File: src/rtl/mult_div_control_unit_if.sv
// Control-unit handshake and strobe bundle between the sequencer and the 32-bit datapath.
// The master side drives Run, Mem_ready and IR. The slave side drives the strobes.
interface mult_div_control_unit_if;
    logic        Run;
    logic        Mem_ready;
    logic [31:0] IR;
    logic        PCout, MDRout, Zhiout, Zlowout;
    logic        MARin, PCin, MDRin, IRin, Yin, Zin, HIin, LOin;
    logic        IncPC, Read;
    logic        ADD, SUB, AND, OR, MUL, DIV;
    logic [15:0] Rout, Rin;
    logic        Done, Illegal;

    modport master (
        output Run, Mem_ready, IR,
        input  PCout, MDRout, Zhiout, Zlowout,
        input  MARin, PCin, MDRin, IRin, Yin, Zin, HIin, LOin,
        input  IncPC, Read, ADD, SUB, AND, OR, MUL, DIV,
        input  Rout, Rin, Done, Illegal
    );

    modport slave (
        input  Run, Mem_ready, IR,
        output PCout, MDRout, Zhiout, Zlowout,
        output MARin, PCin, MDRin, IRin, Yin, Zin, HIin, LOin,
        output IncPC, Read, ADD, SUB, AND, OR, MUL, DIV,
        output Rout, Rin, Done, Illegal
    );
endinterface

File: src/rtl/mult_div_control_unit.sv
// Hardwired fetch/execute sequencer for the 32-bit datapath.
// It handles ALU ops, MUL/DIV with LO/HI writeback, a fetch wait on memory, and an iterative DIV hold.
//   IDLE | halted, no strobes          T3 | Rb -> Y, opcode check
//   T0   | PC -> MAR, Z = PC + 1       T4 | Rc + ALU op (DIV holds here)
//   T1   | read memory, PC <= Z        T5 | Zlo -> Ra or LO
//   T2   | MDR -> IR                   T6 | Zhi -> HI
module mult_div_control_unit #(
    parameter int         DIV_CYCLES = 4,
    parameter logic [4:0] OP_ADD     = 5'd0,
    parameter logic [4:0] OP_SUB     = 5'd1,
    parameter logic [4:0] OP_MUL     = 5'd3,
    parameter logic [4:0] OP_DIV     = 5'd4,
    parameter logic [4:0] OP_AND     = 5'd5,
    parameter logic [4:0] OP_OR      = 5'd6
) (
    input logic                     Clock,
    input logic                     Clear,
    mult_div_control_unit_if.slave  bus
);
    localparam int CW = (DIV_CYCLES > 1) ? $clog2(DIV_CYCLES) : 1;

    typedef enum logic [2:0] {IDLE, T0, T1, T2, T3, T4, T5, T6} state_t;

    state_t        state, state_nx;
    logic [CW-1:0] div_cnt;
    logic [4:0]    op;
    logic [3:0]    ra, rb, rc;
    logic          is_mul, is_div, legal, long_op;
    logic          unused_ir_bits;

    assign op = bus.IR[31:27];
    assign ra = bus.IR[26:23];
    assign rb = bus.IR[22:19];
    assign rc = bus.IR[18:15];
    assign unused_ir_bits = ^bus.IR[14:0];

    assign is_mul  = (op == OP_MUL);
    assign is_div  = (op == OP_DIV);
    assign long_op = is_mul | is_div;
    assign legal   = (op == OP_ADD) | (op == OP_SUB) | (op == OP_AND) |
                     (op == OP_OR)  | long_op;

    always_ff @(posedge Clock or negedge Clear) begin
        if (!Clear) begin
            state   <= IDLE;
            div_cnt <= '0;
        end else begin
            state <= state_nx;
            if (state == T3 && is_div)
                div_cnt <= CW'(DIV_CYCLES - 1);
            else if (state == T4 && div_cnt != '0)
                div_cnt <= div_cnt - 1'b1;
        end
    end

    always_comb begin
        state_nx = state;
        unique case (state)
            IDLE:    state_nx = bus.Run ? T0 : IDLE;
            T0:      state_nx = T1;
            T1:      state_nx = bus.Mem_ready ? T2 : T1;
            T2:      state_nx = T3;
            T3:      state_nx = legal ? T4 : (bus.Run ? T0 : IDLE);
            T4:      state_nx = (is_div && div_cnt != '0) ? T4 : T5;
            T5:      state_nx = long_op ? T6 : (bus.Run ? T0 : IDLE);
            T6:      state_nx = bus.Run ? T0 : IDLE;
            default: state_nx = IDLE;
        endcase
    end

    always_comb begin
        bus.PCout = 1'b0; bus.MDRout = 1'b0; bus.Zhiout = 1'b0; bus.Zlowout = 1'b0;
        bus.MARin = 1'b0; bus.PCin = 1'b0; bus.MDRin = 1'b0; bus.IRin = 1'b0;
        bus.Yin = 1'b0; bus.Zin = 1'b0; bus.HIin = 1'b0; bus.LOin = 1'b0;
        bus.IncPC = 1'b0; bus.Read = 1'b0;
        bus.ADD = 1'b0; bus.SUB = 1'b0; bus.AND = 1'b0; bus.OR = 1'b0;
        bus.MUL = 1'b0; bus.DIV = 1'b0;
        bus.Rout = '0; bus.Rin = '0;
        bus.Done = 1'b0; bus.Illegal = 1'b0;
        unique case (state)
            T0: begin
                bus.PCout = 1'b1; bus.MARin = 1'b1; bus.IncPC = 1'b1; bus.Zin = 1'b1;
            end
            T1: begin
                bus.Read    = 1'b1;
                bus.Zlowout = bus.Mem_ready;
                bus.PCin    = bus.Mem_ready;
                bus.MDRin   = bus.Mem_ready;
            end
            T2: begin
                bus.MDRout = 1'b1; bus.IRin = 1'b1;
            end
            T3: begin
                if (legal) begin
                    bus.Rout = 16'd1 << rb;
                    bus.Yin  = 1'b1;
                end else begin
                    bus.Illegal = 1'b1;
                end
            end
            T4: begin
                bus.Rout = 16'd1 << rc;
                bus.ADD  = (op == OP_ADD);
                bus.SUB  = (op == OP_SUB);
                bus.AND  = (op == OP_AND);
                bus.OR   = (op == OP_OR);
                bus.MUL  = is_mul;
                bus.DIV  = is_div;
                // The divider result is only captured once the hold count expires.
                bus.Zin  = !is_div || (div_cnt == '0);
            end
            T5: begin
                bus.Zlowout = 1'b1;
                if (long_op) begin
                    bus.LOin = 1'b1;
                end else begin
                    bus.Rin  = 16'd1 << ra;
                    bus.Done = 1'b1;
                end
            end
            T6: begin
                bus.Zhiout = 1'b1; bus.HIin = 1'b1; bus.Done = 1'b1;
            end
            default: ;
        endcase
    end
endmodule

File: src/flat_wrapper.sv
// flat-port wrapper written by rule: the top's interface ports become plain ports
module mult_div_control_unit_flat 
#(
    parameter int         DIV_CYCLES = 4,
    parameter logic [4:0] OP_ADD     = 5'd0,
    parameter logic [4:0] OP_SUB     = 5'd1,
    parameter logic [4:0] OP_MUL     = 5'd3,
    parameter logic [4:0] OP_DIV     = 5'd4,
    parameter logic [4:0] OP_AND     = 5'd5,
    parameter logic [4:0] OP_OR      = 5'd6
)
  (Clock, Clear, bus_Run, bus_Mem_ready, bus_IR, bus_PCout, bus_MDRout, bus_Zhiout, bus_Zlowout, bus_MARin, bus_PCin, bus_MDRin, bus_IRin, bus_Yin, bus_Zin, bus_HIin, bus_LOin, bus_IncPC, bus_Read, bus_ADD, bus_SUB, bus_AND, bus_OR, bus_MUL, bus_DIV, bus_Rout, bus_Rin, bus_Done, bus_Illegal);
  mult_div_control_unit_if bus_i ();
  input logic Clock;
  input logic Clear;
  input wire logic [$bits(bus_i.Run)-1:0] bus_Run;
  input wire logic [$bits(bus_i.Mem_ready)-1:0] bus_Mem_ready;
  input wire logic [$bits(bus_i.IR)-1:0] bus_IR;
  output wire logic [$bits(bus_i.PCout)-1:0] bus_PCout;
  output wire logic [$bits(bus_i.MDRout)-1:0] bus_MDRout;
  output wire logic [$bits(bus_i.Zhiout)-1:0] bus_Zhiout;
  output wire logic [$bits(bus_i.Zlowout)-1:0] bus_Zlowout;
  output wire logic [$bits(bus_i.MARin)-1:0] bus_MARin;
  output wire logic [$bits(bus_i.PCin)-1:0] bus_PCin;
  output wire logic [$bits(bus_i.MDRin)-1:0] bus_MDRin;
  output wire logic [$bits(bus_i.IRin)-1:0] bus_IRin;
  output wire logic [$bits(bus_i.Yin)-1:0] bus_Yin;
  output wire logic [$bits(bus_i.Zin)-1:0] bus_Zin;
  output wire logic [$bits(bus_i.HIin)-1:0] bus_HIin;
  output wire logic [$bits(bus_i.LOin)-1:0] bus_LOin;
  output wire logic [$bits(bus_i.IncPC)-1:0] bus_IncPC;
  output wire logic [$bits(bus_i.Read)-1:0] bus_Read;
  output wire logic [$bits(bus_i.ADD)-1:0] bus_ADD;
  output wire logic [$bits(bus_i.SUB)-1:0] bus_SUB;
  output wire logic [$bits(bus_i.AND)-1:0] bus_AND;
  output wire logic [$bits(bus_i.OR)-1:0] bus_OR;
  output wire logic [$bits(bus_i.MUL)-1:0] bus_MUL;
  output wire logic [$bits(bus_i.DIV)-1:0] bus_DIV;
  output wire logic [$bits(bus_i.Rout)-1:0] bus_Rout;
  output wire logic [$bits(bus_i.Rin)-1:0] bus_Rin;
  output wire logic [$bits(bus_i.Done)-1:0] bus_Done;
  output wire logic [$bits(bus_i.Illegal)-1:0] bus_Illegal;
  assign bus_i.Run = bus_Run;
  assign bus_i.Mem_ready = bus_Mem_ready;
  assign bus_i.IR = bus_IR;
  assign bus_PCout = bus_i.PCout;
  assign bus_MDRout = bus_i.MDRout;
  assign bus_Zhiout = bus_i.Zhiout;
  assign bus_Zlowout = bus_i.Zlowout;
  assign bus_MARin = bus_i.MARin;
  assign bus_PCin = bus_i.PCin;
  assign bus_MDRin = bus_i.MDRin;
  assign bus_IRin = bus_i.IRin;
  assign bus_Yin = bus_i.Yin;
  assign bus_Zin = bus_i.Zin;
  assign bus_HIin = bus_i.HIin;
  assign bus_LOin = bus_i.LOin;
  assign bus_IncPC = bus_i.IncPC;
  assign bus_Read = bus_i.Read;
  assign bus_ADD = bus_i.ADD;
  assign bus_SUB = bus_i.SUB;
  assign bus_AND = bus_i.AND;
  assign bus_OR = bus_i.OR;
  assign bus_MUL = bus_i.MUL;
  assign bus_DIV = bus_i.DIV;
  assign bus_Rout = bus_i.Rout;
  assign bus_Rin = bus_i.Rin;
  assign bus_Done = bus_i.Done;
  assign bus_Illegal = bus_i.Illegal;
  mult_div_control_unit #(.DIV_CYCLES(DIV_CYCLES), .OP_ADD(OP_ADD), .OP_SUB(OP_SUB), .OP_MUL(OP_MUL), .OP_DIV(OP_DIV), .OP_AND(OP_AND), .OP_OR(OP_OR)) u_core (.Clock(Clock), .Clear(Clear), .bus(bus_i));
endmodule
File: config.mk
export PLATFORM = sky130hd
export DESIGN_NAME = mult_div_control_unit_flat
export DESIGN_NICKNAME = d
export VERILOG_FILES = /design/src/rtl/mult_div_control_unit_if.sv /design/src/rtl/mult_div_control_unit.sv /design/src/flat_wrapper.sv
export SDC_FILE = /design/constraint.sdc
export NUM_CORES = 1
export LEC_CHECK = 0
export ABC_AREA = 1
export CAP_MARGIN = 20
export CELL_PAD_IN_SITES_DETAIL_PLACEMENT = 1
export CELL_PAD_IN_SITES_GLOBAL_PLACEMENT = 2
export CORE_MARGIN = 2
export CORE_UTILIZATION = 13
export CTS_BUF_LIST = sky130_fd_sc_hd__clkbuf_8 sky130_fd_sc_hd__clkbuf_16
export CTS_CLUSTER_DIAMETER = 200
export DETAILED_ROUTE_END_ITERATION = 16
export PLACE_DENSITY = 0.79
export SLEW_MARGIN = 5
export SYNTH_ARGS = -nofsm -noshare
export SYNTH_HDL_FRONTEND = slang
export SYNTH_SLANG_ARGS = --single-unit
export TNS_END_PERCENT = 1
File: constraint.sdc
create_clock -name Clock -period 1.28 [get_ports Clock]
set_input_delay 0.128 -clock Clock [delete_from_list [all_inputs] [get_ports Clock]]
set_output_delay 0.128 -clock Clock [all_outputs]
set_load 0.05 [all_outputs]
==> impl_results.md <==
- Outcome: finished with violations
- Violated checks: negative setup slack
- Die Y: 92.3 microns
- Post-synth top area share: 13.3%
- Nets: 345
- WHS: roughly 0.13 ns
- DRC viols: 0
- Synth Cell Area: 0.00101 sq mm
- Reg power frac: under 10%
- Crit path DAT: 1.58 ns
- Crit path kind: flip-flop to primary output
- LEAKAGE: 0.00136 uW
- Net Switching: 1810 uW
- Seq/Total Area, Yosys: 12.3%
- Final Hold Vio Count: 0
- Startpoint type of the worst setup path: flip-flop
- Number of diodes: 0
- Async SR Flop Fraction: 100%
- Final max-slew violation count: 0
- Layout cell share with drive strength beyond 1: 57.3%
- I/O Pins: 90
- Tot GR Track Use: 13.3%
- Die area: about 0.0085 sq mm
- CTS clk-pin slew, worst paths: 0.04 ns
- Port Buffer Count: 74
- Worst Clk Skew: 0.00381 ns
- Final estimated routing congestion in global placement: 0.771
- Chip Width: ~92 microns
- Measured slew at the worst slew-check pin: about 0.27 ns
- Synth warn: 0
- Worst IR drop on VDD: about 0.45 mV
- Initial antenna violation count: 0
- Power, Total: 3610 uW
- Detail Placement HPWL: 4.56 mm
- Mapped Avg Cell Area: 5.28 sq um
- Leading post-synthesis cells by cell area: inv_1 13%, nand2_1 13%, dfrtp_1 12%
- Crit path max fanout: 4
- Pre-CTS setup slack: -0.528 ns
- Setup-failing EPs final: 55
- Initial Util: 13.3%
- Final Cycle Share: 133%
- Vias per inst: between 4 and 5
- Vias in the first global route: 1882
- Gr ovfl total: 0
- MaxCap Viol Count: 0
- First-pass GRT wire length: 9.03 mm
- Synth Register Bits: 5
- Slack of the critical path: -0.426 ns
- CTS buffer count: 3
- Clock buffer depth: 2
- Number of enable flip-flop cells after synthesis: 0
- Root Driver: clkbuf_8
- Crit end category: primary output
- P_int: 1790 uW
- Design area: 0.00329 sq mm
- Cells after Synth: 192
- Power Dens Cells: 1100 mW/mm^2
- First DRT Iteration DRCs: 18
- Hold Crit Class: input pin to async pin
- First drt pass iteration count: 4
- Layout area overhead: 225%
- Max-slew headroom: roughly 82%
- Post-DRT Antenna Nets: 0
- Yosys cell types: 22
- Combinational share of power: about 82%
- CTS Sinks: 5
- Reg2reg setup slack: -0.01 ns
- Clock Power Share: 8.3%
- Drt wl/cell: between 10 and 15 microns
- H-Tree Level Count: 1
- Routed via count: 1700
- Post-synth top area cell: inv_1
- WP data required: 1.15 ns
- Clock Latency Late Sink: 0.23 ns
- Hold-fix buffers, CTS: 0
- Switching share of power: 50.3%
- Syn Nets: 229
- F_max: 586 MHz
- Core ar.: 0.00765 sq mm
- Fill cells: 866
- Largest net degree at the start of global routing: 10
- Main flop type after synthesis: dfrtp_1
- Area post-placement: 0.00286 sq mm
- FP Rows: 32
- Min cycle time layout: 1.71 ns
- RSZ-0062 raised after global routing: true
- CTS tree: done
- Wirelength, routed: 5.62 mm
## synthesized netlist by cell type (all sizes together), types with 2 or more instances
library cell	instances
buf	6
clkbuf	4
dfrtp	5
inv	37
nand2	37
nand3	21
nand3b	2
nand4	16
nor2	31
nor3	12
o21ai	16
o21bai	2
## area by class of cell
class                      count  area, sq um  share of cell area (%)
clock inverter                 1         3.75                   0.114
sequential                     5          129                    3.91
tap                          102          128                    3.88
timing repair buffer         121         1700                    51.7
clock buffer                   3         41.3                    1.25
multi-input combinational    140         1140                    34.5
inverter                      37          153                    4.64
## worst paths after layout
kind	startpoint	endpoint	depth (start not counted)
min in group Clock	bus_IR[31]	u_core.state[1]	6
max in group asynchronous	Clear	u_core.state[1]	1
setup / recovery	u_core.state[0]	bus_Rin[11]	7
hold reg to reg	u_core.div_cnt[0]	u_core.div_cnt[0]	2
setup reg to reg	u_core.state[0]	u_core.state[0]	8
hold / removal	Clear	u_core.div_cnt[1]	1
## through the flow
step / TNS (ns) / utilization (%) / instances
final: -17.72 / 43.1 / 409
after global routing: -21.80 / 43.1 / 409
after CTS: -17.18 / 41.2 / 403
after detailed placement: -19.85 / 37.5 / 396
after global placement: -18.50 / 37.5 / 396
after floorplan: -12.96 / - / 192
## layer usage
metal | GRT usage [%] | vias to the layer above | wire (microns)
met2 | 27.9 | 28 | 3390
li1 | - | 856 | -
met5 | 0 | - | 0
met1 | 13.7 | 808 | 1970
met3 | 1.30 | 8 | 146
met4 | 3.23 | 0 | 116
## repair_timing
action / 4_1_cts / 5_1_grt
endpoints found under the hold margin: 0 / 0
pin swaps: 8 / 8
buffers inserted: 2 / 6
setup endpoints to repair: 59 / 59
resized for setup: 48 / 25
cloned: 1 / 0
## cells by family (layout without fill, tap and decap cells)
group,Yosys count,in the layout,synth area share (%)
adder cells (fa/ha/maj),1,1,1.23
flip-flops,5,5,12.3
AND/OR/NAND/NOR,119,119,56.4
buffers and inverters,47,162,19.4
AO/OA/AOI/OAI,20,20,10.6
## state kept, by name, summed over array words and instances (netlist names)
register	flops
u_core.state	3
u_core.div_cnt	2
## power by group through the flow
stage | logic (uW) | clock network, uW | registers [uW]
3_3_place_gp | 2550 | 0 | 345
2_1_floorplan | 1340 | 0 | 342
5_1_grt | 3110 | 323 | 374
3_5_place_dp | 2600 | 0 | 345
6_report | 2950 | 298 | 359
4_1_cts | 2780 | 300 | 364
## worst max-delay path: stages, from the launching register on
cell and delay (ns):
dfrtp_2 0.44, inv_2 0.08, nand2_2 0.07, nor2_4 0.21, nand3_4 0.12, buf_8 0.16
nor2_4 0.11, buf_12 0.14
## layout by cell type, fill, tap and decap left out
master and instances:
nand3b_1 2, dlygate4sd2_1 4, clkinv_4 1, nor2_4 22, clkinvlp_4 1, buf_6 8, inv_2 5, nor3_4 4
dlymetal6s2s_1 1, a21oi_1 1, o21ai_4 16, clkbuf_8 3, nor3_1 8, ha_1 1, nand2_1 30, nor2_2 7
buf_16 1, dfrtp_1 2, nand2_2 4, clkdlybuf4s50_1 15, nand3_1 18, nand2_4 3, nor2_1 2, o21bai_1 1
nand3_4 3, buf_4 36, o21bai_2 1, o211ai_1 1, buf_8 1, inv_4 2, inv_1 29, nand4_1 16
dfrtp_2 3, buf_12 55
Note: power is estimated with default switching activity, not from simulation.
